--- src/rtl/multicycle_sequencer_if.sv ---
// multicycle_sequencer_if: memory and input-device handshake between the sequencer and its peers
//   master (sequencer): drives mem_rd, mem_wr, addr_sel, in_req; samples mem_ready, in_valid
//   slave  (memory/io): samples the strobes; drives mem_ready, in_valid
interface multicycle_sequencer_if;
    logic mem_rd;
    logic mem_wr;
    logic addr_sel;
    logic mem_ready;
    logic in_req;
    logic in_valid;
    modport master (output mem_rd, mem_wr, addr_sel, in_req, input mem_ready, in_valid);
    modport slave  (input mem_rd, mem_wr, addr_sel, in_req, output mem_ready, in_valid);
endinterface

--- src/rtl/multicycle_sequencer.sv ---
// multicycle_sequencer: FSM sequencing fetch/decode/exec/mem/wb/io-wait for an 8-opcode CPU
//   clock, reset : rising-edge clock, synchronous active-high reset
//   run          : 1 = keep executing, 0 = park in IDLE at the next completion
//   opcode, eq   : IR[7:5] and datapath equality flag
//   bus          : memory read/write/address-select and input-device handshake
//   ir_load, pc_inc, pc_load, reg_wr, wb_sel : datapath strobes
//   busy, state, instret : status and retired-instruction count
module multicycle_sequencer (
    input  logic                  clock,
    input  logic                  reset,
    input  logic                  run,
    input  logic [2:0]            opcode,
    input  logic                  eq,
    multicycle_sequencer_if.master bus,
    output logic                  ir_load,
    output logic                  pc_inc,
    output logic                  pc_load,
    output logic                  reg_wr,
    output logic [1:0]            wb_sel,
    output logic                  busy,
    output logic [2:0]            state,
    output logic [15:0]           instret
);
    localparam logic [2:0] OP_R   = 3'b000;
    localparam logic [2:0] OP_MFI = 3'b001;
    localparam logic [2:0] OP_MW  = 3'b010;
    localparam logic [2:0] OP_MR  = 3'b011;
    localparam logic [2:0] OP_J   = 3'b100;
    localparam logic [2:0] OP_JCE = 3'b101;
    localparam logic [2:0] OP_MB  = 3'b110;
    localparam logic [2:0] OP_JCN = 3'b111;

    typedef enum logic [2:0] {IDLE, FETCH, DECODE, EXEC, MEM, WB, IOWAIT, UNUSED} state_t;

    state_t      state_q, state_d;
    logic [15:0] instret_q, instret_d;
    logic        done;

    always_ff @(posedge clock) begin
        if (reset) begin
            state_q   <= IDLE;
            instret_q <= '0;
        end else begin
            state_q   <= state_d;
            instret_q <= instret_d;
        end
    end

    always_comb begin
        state_d      = state_q;
        instret_d    = instret_q;
        done         = 1'b0;
        ir_load      = 1'b0;
        pc_inc       = 1'b0;
        pc_load      = 1'b0;
        reg_wr       = 1'b0;
        wb_sel       = 2'b00;
        bus.mem_rd   = 1'b0;
        bus.mem_wr   = 1'b0;
        bus.addr_sel = 1'b0;
        bus.in_req   = 1'b0;
        case (state_q)
            IDLE:   state_d = run ? FETCH : IDLE;
            FETCH: begin
                bus.mem_rd = 1'b1;
                ir_load    = bus.mem_ready;
                pc_inc     = bus.mem_ready;
                state_d    = bus.mem_ready ? DECODE : FETCH;
            end
            DECODE: state_d = EXEC;
            EXEC: begin
                state_d = (opcode == OP_R  || opcode == OP_MB) ? WB :
                          (opcode == OP_MW || opcode == OP_MR) ? MEM :
                          (opcode == OP_MFI)                   ? IOWAIT : EXEC;
                pc_load = (opcode == OP_J)   ? 1'b1 :
                          (opcode == OP_JCE) ? eq :
                          (opcode == OP_JCN) ? !eq : 1'b0;
                done    = opcode == OP_J || opcode == OP_JCE || opcode == OP_JCN;
            end
            MEM: begin
                bus.addr_sel = 1'b1;
                bus.mem_wr   = opcode == OP_MW;
                bus.mem_rd   = opcode != OP_MW;
                done         = opcode == OP_MW && bus.mem_ready;
                state_d      = (opcode != OP_MW && bus.mem_ready) ? WB : MEM;
            end
            WB: begin
                reg_wr = 1'b1;
                wb_sel = (opcode == OP_MR) ? 2'b01 : (opcode == OP_MB) ? 2'b10 : 2'b00;
                done   = 1'b1;
            end
            IOWAIT: begin
                bus.in_req = 1'b1;
                reg_wr     = bus.in_valid;
                wb_sel     = bus.in_valid ? 2'b11 : 2'b00;
                done       = bus.in_valid;
            end
            default: state_d = IDLE;
        endcase
        if (done) begin
            state_d   = run ? FETCH : IDLE;
            instret_d = instret_q + 16'd1;
        end
        // state may still be stale during the first reset cycle, so quiet every strobe
        if (reset) begin
            ir_load      = 1'b0;
            pc_inc       = 1'b0;
            pc_load      = 1'b0;
            reg_wr       = 1'b0;
            wb_sel       = 2'b00;
            bus.mem_rd   = 1'b0;
            bus.mem_wr   = 1'b0;
            bus.addr_sel = 1'b0;
            bus.in_req   = 1'b0;
        end
    end

    assign busy    = state_q != IDLE && !reset;
    assign state   = state_q;
    assign instret = instret_q;
endmodule
--- src/flat_wrapper.sv ---
// flat-port wrapper written by rule: the top's interface ports become plain ports
module multicycle_sequencer_flat 
  (clock, reset, run, opcode, eq, ir_load, pc_inc, pc_load, reg_wr, wb_sel, busy, state, instret, bus_mem_rd, bus_mem_wr, bus_addr_sel, bus_in_req, bus_mem_ready, bus_in_valid);
  multicycle_sequencer_if bus_i ();
  input  logic clock;
  input  logic reset;
  input  logic run;
  input  logic [2:0] opcode;
  input  logic eq;
  output logic ir_load;
  output logic pc_inc;
  output logic pc_load;
  output logic reg_wr;
  output logic [1:0] wb_sel;
  output logic busy;
  output logic [2:0] state;
  output logic [15:0] instret;
  output wire logic [$bits(bus_i.mem_rd)-1:0] bus_mem_rd;
  output wire logic [$bits(bus_i.mem_wr)-1:0] bus_mem_wr;
  output wire logic [$bits(bus_i.addr_sel)-1:0] bus_addr_sel;
  output wire logic [$bits(bus_i.in_req)-1:0] bus_in_req;
  input wire logic [$bits(bus_i.mem_ready)-1:0] bus_mem_ready;
  input wire logic [$bits(bus_i.in_valid)-1:0] bus_in_valid;
  assign bus_mem_rd = bus_i.mem_rd;
  assign bus_mem_wr = bus_i.mem_wr;
  assign bus_addr_sel = bus_i.addr_sel;
  assign bus_in_req = bus_i.in_req;
  assign bus_i.mem_ready = bus_mem_ready;
  assign bus_i.in_valid = bus_in_valid;
  multicycle_sequencer u_core (.clock(clock), .reset(reset), .run(run), .opcode(opcode), .eq(eq), .bus(bus_i), .ir_load(ir_load), .pc_inc(pc_inc), .pc_load(pc_load), .reg_wr(reg_wr), .wb_sel(wb_sel), .busy(busy), .state(state), .instret(instret));
endmodule
--- config.mk ---
export PLATFORM = sky130hd
export DESIGN_NAME = multicycle_sequencer_flat
export DESIGN_NICKNAME = d
export VERILOG_FILES = /design/src/rtl/multicycle_sequencer_if.sv /design/src/rtl/multicycle_sequencer.sv /design/src/flat_wrapper.sv
export SDC_FILE = /design/constraint.sdc
export NUM_CORES = 1
export LEC_CHECK = 0
export CORE_MARGIN = 2
export CORE_UTILIZATION = 47
export CTS_CLUSTER_SIZE = 20
export DETAILED_ROUTE_END_ITERATION = 8
export PLACE_DENSITY = 0.86
export SLEW_MARGIN = 20
export SYNTH_ARGS = -nofsm -noshare
export SYNTH_HDL_FRONTEND = slang
export SYNTH_SLANG_ARGS = --single-unit
--- constraint.sdc ---
create_clock -name clock -period 2.5 [get_ports clock]
set_clock_uncertainty 0.15 [all_clocks]
set_input_delay 0.625 -clock clock [delete_from_list [all_inputs] [get_ports clock]]
set_output_delay 0.625 -clock clock [all_outputs]
set_load 0.05 [all_outputs]
==> results of run 1 <==
[metal layers]
| metal | up-vias | share of wire |
|---|---|---|
| met1 | 690 | 0.40 |
| met4 | 0 | 0.032 |
| met2 | 75 | 0.50 |
| li1 | 687 | - |
| met3 | 13 | 0.067 |
| met5 | - | 0 |
[sequential cells by signal (all words and copies together) (netlist names)]
register / flops
u_core.state: 3
u_core.instret: 16
[power groups by stage]
| stage | sequential, mW | clock [mW] | combinational (mW) |
|---|---|---|---|
| 6_report | 0.331 | 0.161 | 0.222 |
| 3_3_place_gp | 0.334 | 0 | 0.195 |
| 2_1_floorplan | 0.345 | 0 | 0.106 |
| 5_1_grt | 0.333 | 0.176 | 0.234 |
| 4_1_cts | 0.329 | 0.162 | 0.216 |
| 3_5_place_dp | 0.335 | 0 | 0.200 |
[cells by family after synthesis]
logic type,count (synthesis),synth area share
XOR/XNOR,1,0.00669
AND/OR/NAND/NOR,85,0.353
adder cells (fa/ha/maj),1,0.00956
multiplexers,14,0.120
buffers and inverters,13,0.0421
flip-flops,19,0.291
AO/OA/AOI/OAI,31,0.178
[timing repair]
action,CTS,global route
setup buffers,1,0
cloned,1,0
endpoints found under the setup margin,9,4
gates resized for setup,16,6
pin swaps,3,2
[Yosys cell counts (3+ instances only)]
master	instances	area share
nand2b_1	3	0.014
a21oi_1	12	0.046
nor3_1	9	0.034
nand3_1	7	0.027
nor2b_1	18	0.086
nor2_1	22	0.063
buf_1	3	0.0086
nand4_1	4	0.019
mux2_2	13	0.11
dfxtp_1	19	0.29
clkbuf_1	6	0.017
a211oi_1	6	0.034
nand2_1	8	0.023
[critical path, stage by stage]
cell	delay, ns
dlygate4sd2_1	0.26
or3b_4	0.44
nor4_4	0.23
buf_12	0.18
[area by class of cell]
type                       instances  area, sq um
sequential                        19          384
timing repair buffer              57          654
clock inverter                     1         5.00
inverter                           1         3.75
clock buffer                       3         22.5
multi-input combinational        132         1010
fill                             195          591
tap                               31         38.8
[worst max-delay path by stage]
stage	start	to	slack [ns]	cells after the start
2_1_floorplan	u_core.state[2]	bus_mem_rd	-0.13	4
3_3_place_gp	opcode[1]	u_core.instret[13]	-0.29	5
3_5_place_dp	opcode[1]	u_core.instret[13]	-0.36	5
4_1_cts	bus_in_valid	reg_wr	-0.01	5
5_1_grt	opcode[2]	bus_mem_wr	-0.02	4
6_report	opcode[2]	bus_mem_wr	-0.01	4
==> results.cfg, run 1 <==
[run_status]
status = complete, but fails checks
violations = setup timing

[finish]
diodes = 0
final_cell_mix = 20 x nor2_1, 20 x clkdlybuf4s50_1, 17 x buf_4
finalNonFillerCells = 244
area_growth_pct = 62.0
post-route-util = 0.782
fin_nets = 224
drive_above_1_share = 0.343
fin_area_sq_mm = 0.00212

[floorplan]
die-area_sq_mm = 0.00322
rows = 19
core_area_sq_mm = 0.00271
die_y_microns = 56.8
io-pin-count = 39
initial_core_util = 0.483
die_x_microns = 56.8

[drt]
via_per_inst = 6.00
totalWireLength_mm = 3.75
via_count = 1465
first_pass_iters = 4
drt_iter0_drc = 52
final_antenna_net_count = 0
drc = 0
wl_per_cell_microns = 15.4

[timing]
layout_setup_ws_ns = -0.0109
fmax_mhz = 398
max_slew_margin = 0.664
totalNegativeSetupSlack_ns = -0.0109
slew_viol_final = 0
period_needed_ns = 2.51
final-setup-viol-count = 1
final-hold-violation-count = 0
whs_ns = 0.403
post-route-period-util = 1.00
worstMarginPinSlew_ns = 0.502

[yosys]
ys_async_sr_fraction = 0
yosysSeqAreaShare = 0.291
synth_enable_flop_cells = 0
yosysUniqueCellTypes = 42
yosys_register_bits = 19
synth_area_sq_mm = 0.00131
ys.flop_type = dfxtp_1
postSynthCellCount = 164
syn_area_per_cell_sq_um = 7.98
yosysWarnings = 0
synth_fp_nets = 174

[placed_design]
place_ws_ns = -0.357
hpwl_mm = 2.62
placedCellCount = 238
dpl-instance-area_sq_mm = 0.00198
gp_congestion = 0.861
port_buffers = 38

[min_path]
min_from = u_core.instret[1]
hold_path_end = u_core.instret[1]
min_path_cells = 2
hp-class = reg -> reg

[grt]
met2_usage = 0.432
top_usage_layer = met2
gr-usage-all-layers = 0.239
grt_pass1_wl_mm = 6.23
antenna_found_initial = 0
grtUsageMet3 = 0.0276
grt_use_met1 = 0.277
overflow = 0
grt_max_degree = 27
grt_pass1_vias = 1397

[setup_path]
endpoint_kind = primary output
cp.required_ns = 1.73
r2r_cells = 4
r2r_start = u_core.state[1]
r2r-end = u_core.instret[13]
ff2ff_setup_slack_ns = 0.44
crit_fanout = 3
critPathKind = in -> out
worst_setup_path_start_kind = input pin
arrival_ns = 1.74

[clock_tree]
clockBufferDepth = 2
cts_sinks = 19
cts_max_level = 1
root_buffer = clkbuf_4
cts.clk_slew.worst_paths_ns = 0.11
cts_tree = done
cts_hold_buf = 0
cts_made_buffers = 3
insertion_delay_ns = 0.31

[power_and_ir_drop]
power.switching_mw = 0.244
p_leak_nw = 0.824
intPower_mw = 0.470
seqPwrFrac = 0.463
switching_share = 0.341
power_mw = 0.714
clockPowerShare = 0.225
peakVddDrop_v = 0.000307
p_per_area_mw_per_mm2 = 337
power_frac_comb = 0.311

[run]
cap_violations = 0
Power figures use the tool's default switching activity.
==> inputs of run 2 (changes only) <==
CORE_ASPECT_RATIO = 0.6   (was unset)
==> results.cfg, run 2 (synthesis gave the netlist of run 1 again) <==
[finish]
nFillCells = 144
finalNonFillerCells = 249
multi_input_area_sq_um = 986
drive_above_1_share = 0.346
ff_latch_area_sq_um = 383
largest_register_ffs = 16
diodes = 0
area_growth_pct = 59.2
post-route-util = 0.809
fin_nets = 228
final_cell_mix = 24 x buf_4, 23 x clkdlybuf4s50_1, 20 x nor2_1
fin_area_sq_mm = 0.00208
final_common_cell = buf_4

[setup_path]
crit_fanout = 2
critPathKind = in -> out
slowest_stage = clkdlybuf4s50_1
ff2ff_setup_slack_ns = 0.29
cp.required_ns = 1.73
endpoint_kind = primary output
arrival_ns = 1.72
worst_setup_path_start_kind = input pin
max_stage_delay_ns = 0.47
cp_cell_sequence = clkdlybuf4s50_1 -> nand3_1 -> a21oi_4 -> buf_12

[run]
cap_violations = 0

[drt]
final_antenna_net_count = 0
first_pass_iters = 5
drt_iter0_drc = 144
totalWireLength_mm = 4.51
via_per_inst = 6.28
via_count = 1564
drc = 0
wl_per_cell_microns = 18.1

[grt]
grt_pass1_vias = 1451
antenna_found_initial = 0
grt_pass1_wl_mm = 6.96
gr-usage-all-layers = 0.285
overflow = 0
grt_max_degree = 19

[timing]
whs_ns = 0.451
fmax_mhz = 401
final-hold-violation-count = 0
period_needed_ns = 2.49
post-route-period-util = 0.998
layout_setup_ws_ns = 0.00622
slew_viol_final = 0
worstMarginPinSlew_ns = 0.509
rsz0062_at_grt = yes
max_slew_margin = 0.660
final-setup-viol-count = 0

[power_and_ir_drop]
p_per_area_mw_per_mm2 = 368
p_leak_nw = 0.776
peakVddDrop_v = 0.000397

[floorplan]
die_x_microns = 72.1
rows = 14
die-area_sq_mm = 0.00324
core_area_sq_mm = 0.00257
io-pin-count = 39
initial_core_util = 0.508
die_y_microns = 44.9

[placed_design]
gp_congestion = 0.921
place_ws_ns = -0.328
hpwl_mm = 3.03
placedCellCount = 243
port_buffers = 38
dpl-instance-area_sq_mm = 0.00200

[min_path]
hp-class = reg -> reg

[clock_tree]
cts.clk_slew.worst_paths_ns = 0.07
cts_made_buffers = 3
cts_sinks = 19
clockBufferDepth = 2
root_buffer = clkbuf_8
insertion_delay_ns = 0.26
cts_tree = done
cts_max_level = 1

[run_status]
status = finished clean
[run 2: through the flow]
stage	total power, mW	TNS, ns
final	0.767	0
after global routing	0.788	-0.0361
after CTS	0.759	0
after detailed placement	0.537	-4.31
after global placement	0.531	-3.69
after floorplan	0.452	-0.305
[run 2: final cells by class]
| cell class | count | area share |
|---|---|---|
| clock buffers | 4 | 0.0216 |
| repair buffers | 61 | 0.300 |
| flip-flops and latches | 19 | 0.184 |
| multi-input cells | 132 | 0.473 |
| well taps | 32 | 0.0192 |
| inverters | 1 | 0.00180 |
[run 2: what timing repair did]
action                                  4_1_cts  5_1_grt
endpoints found under the setup margin       11        4
endpoints found under the hold margin         0        0
setup buffers                                 2        0
hold buffers                                  0        0
pin swaps                                     3        2
resized for setup                            18        3
[run 2: final timing paths]
check,start,endpoint,cells past startpoint
worst max-delay path,bus_in_valid,wb_sel[0],4
worst min-delay path,u_core.instret[14],u_core.instret[14],2
worst max register to register,u_core.state[2],u_core.instret[13],5
worst min register to register,u_core.instret[14],u_core.instret[14],2
[run 2: where the power goes]
group	internal (mW)	switching (mW)	total, mW	leakage (nW)
registers	0.310	0.0198	0.330	0.154
logic	0.0899	0.128	0.218	0.599
clock network	0.114	0.106	0.220	0.0228
total	0.513	0.254	0.767	0.776
[run 2: critical path, delay by kind of cell]
family / cells / cell delay [ns]
buffers and inverters: 2 / 0.62
AND/OR/NAND/NOR: 1 / 0.23
AO/OA/AOI/OAI: 1 / 0.23
[run 2: routing by layer]
| layer | GRT usage | up-vias | wire [microns] |
|---|---|---|---|
| met5 | 0 | - | 0 |
| met4 | 0.121 | 0 | 192 |
| met3 | 0.0871 | 26 | 485 |
| met2 | 0.439 | 113 | 1970 |
| met1 | 0.376 | 723 | 1860 |
| li1 | - | 702 | - |
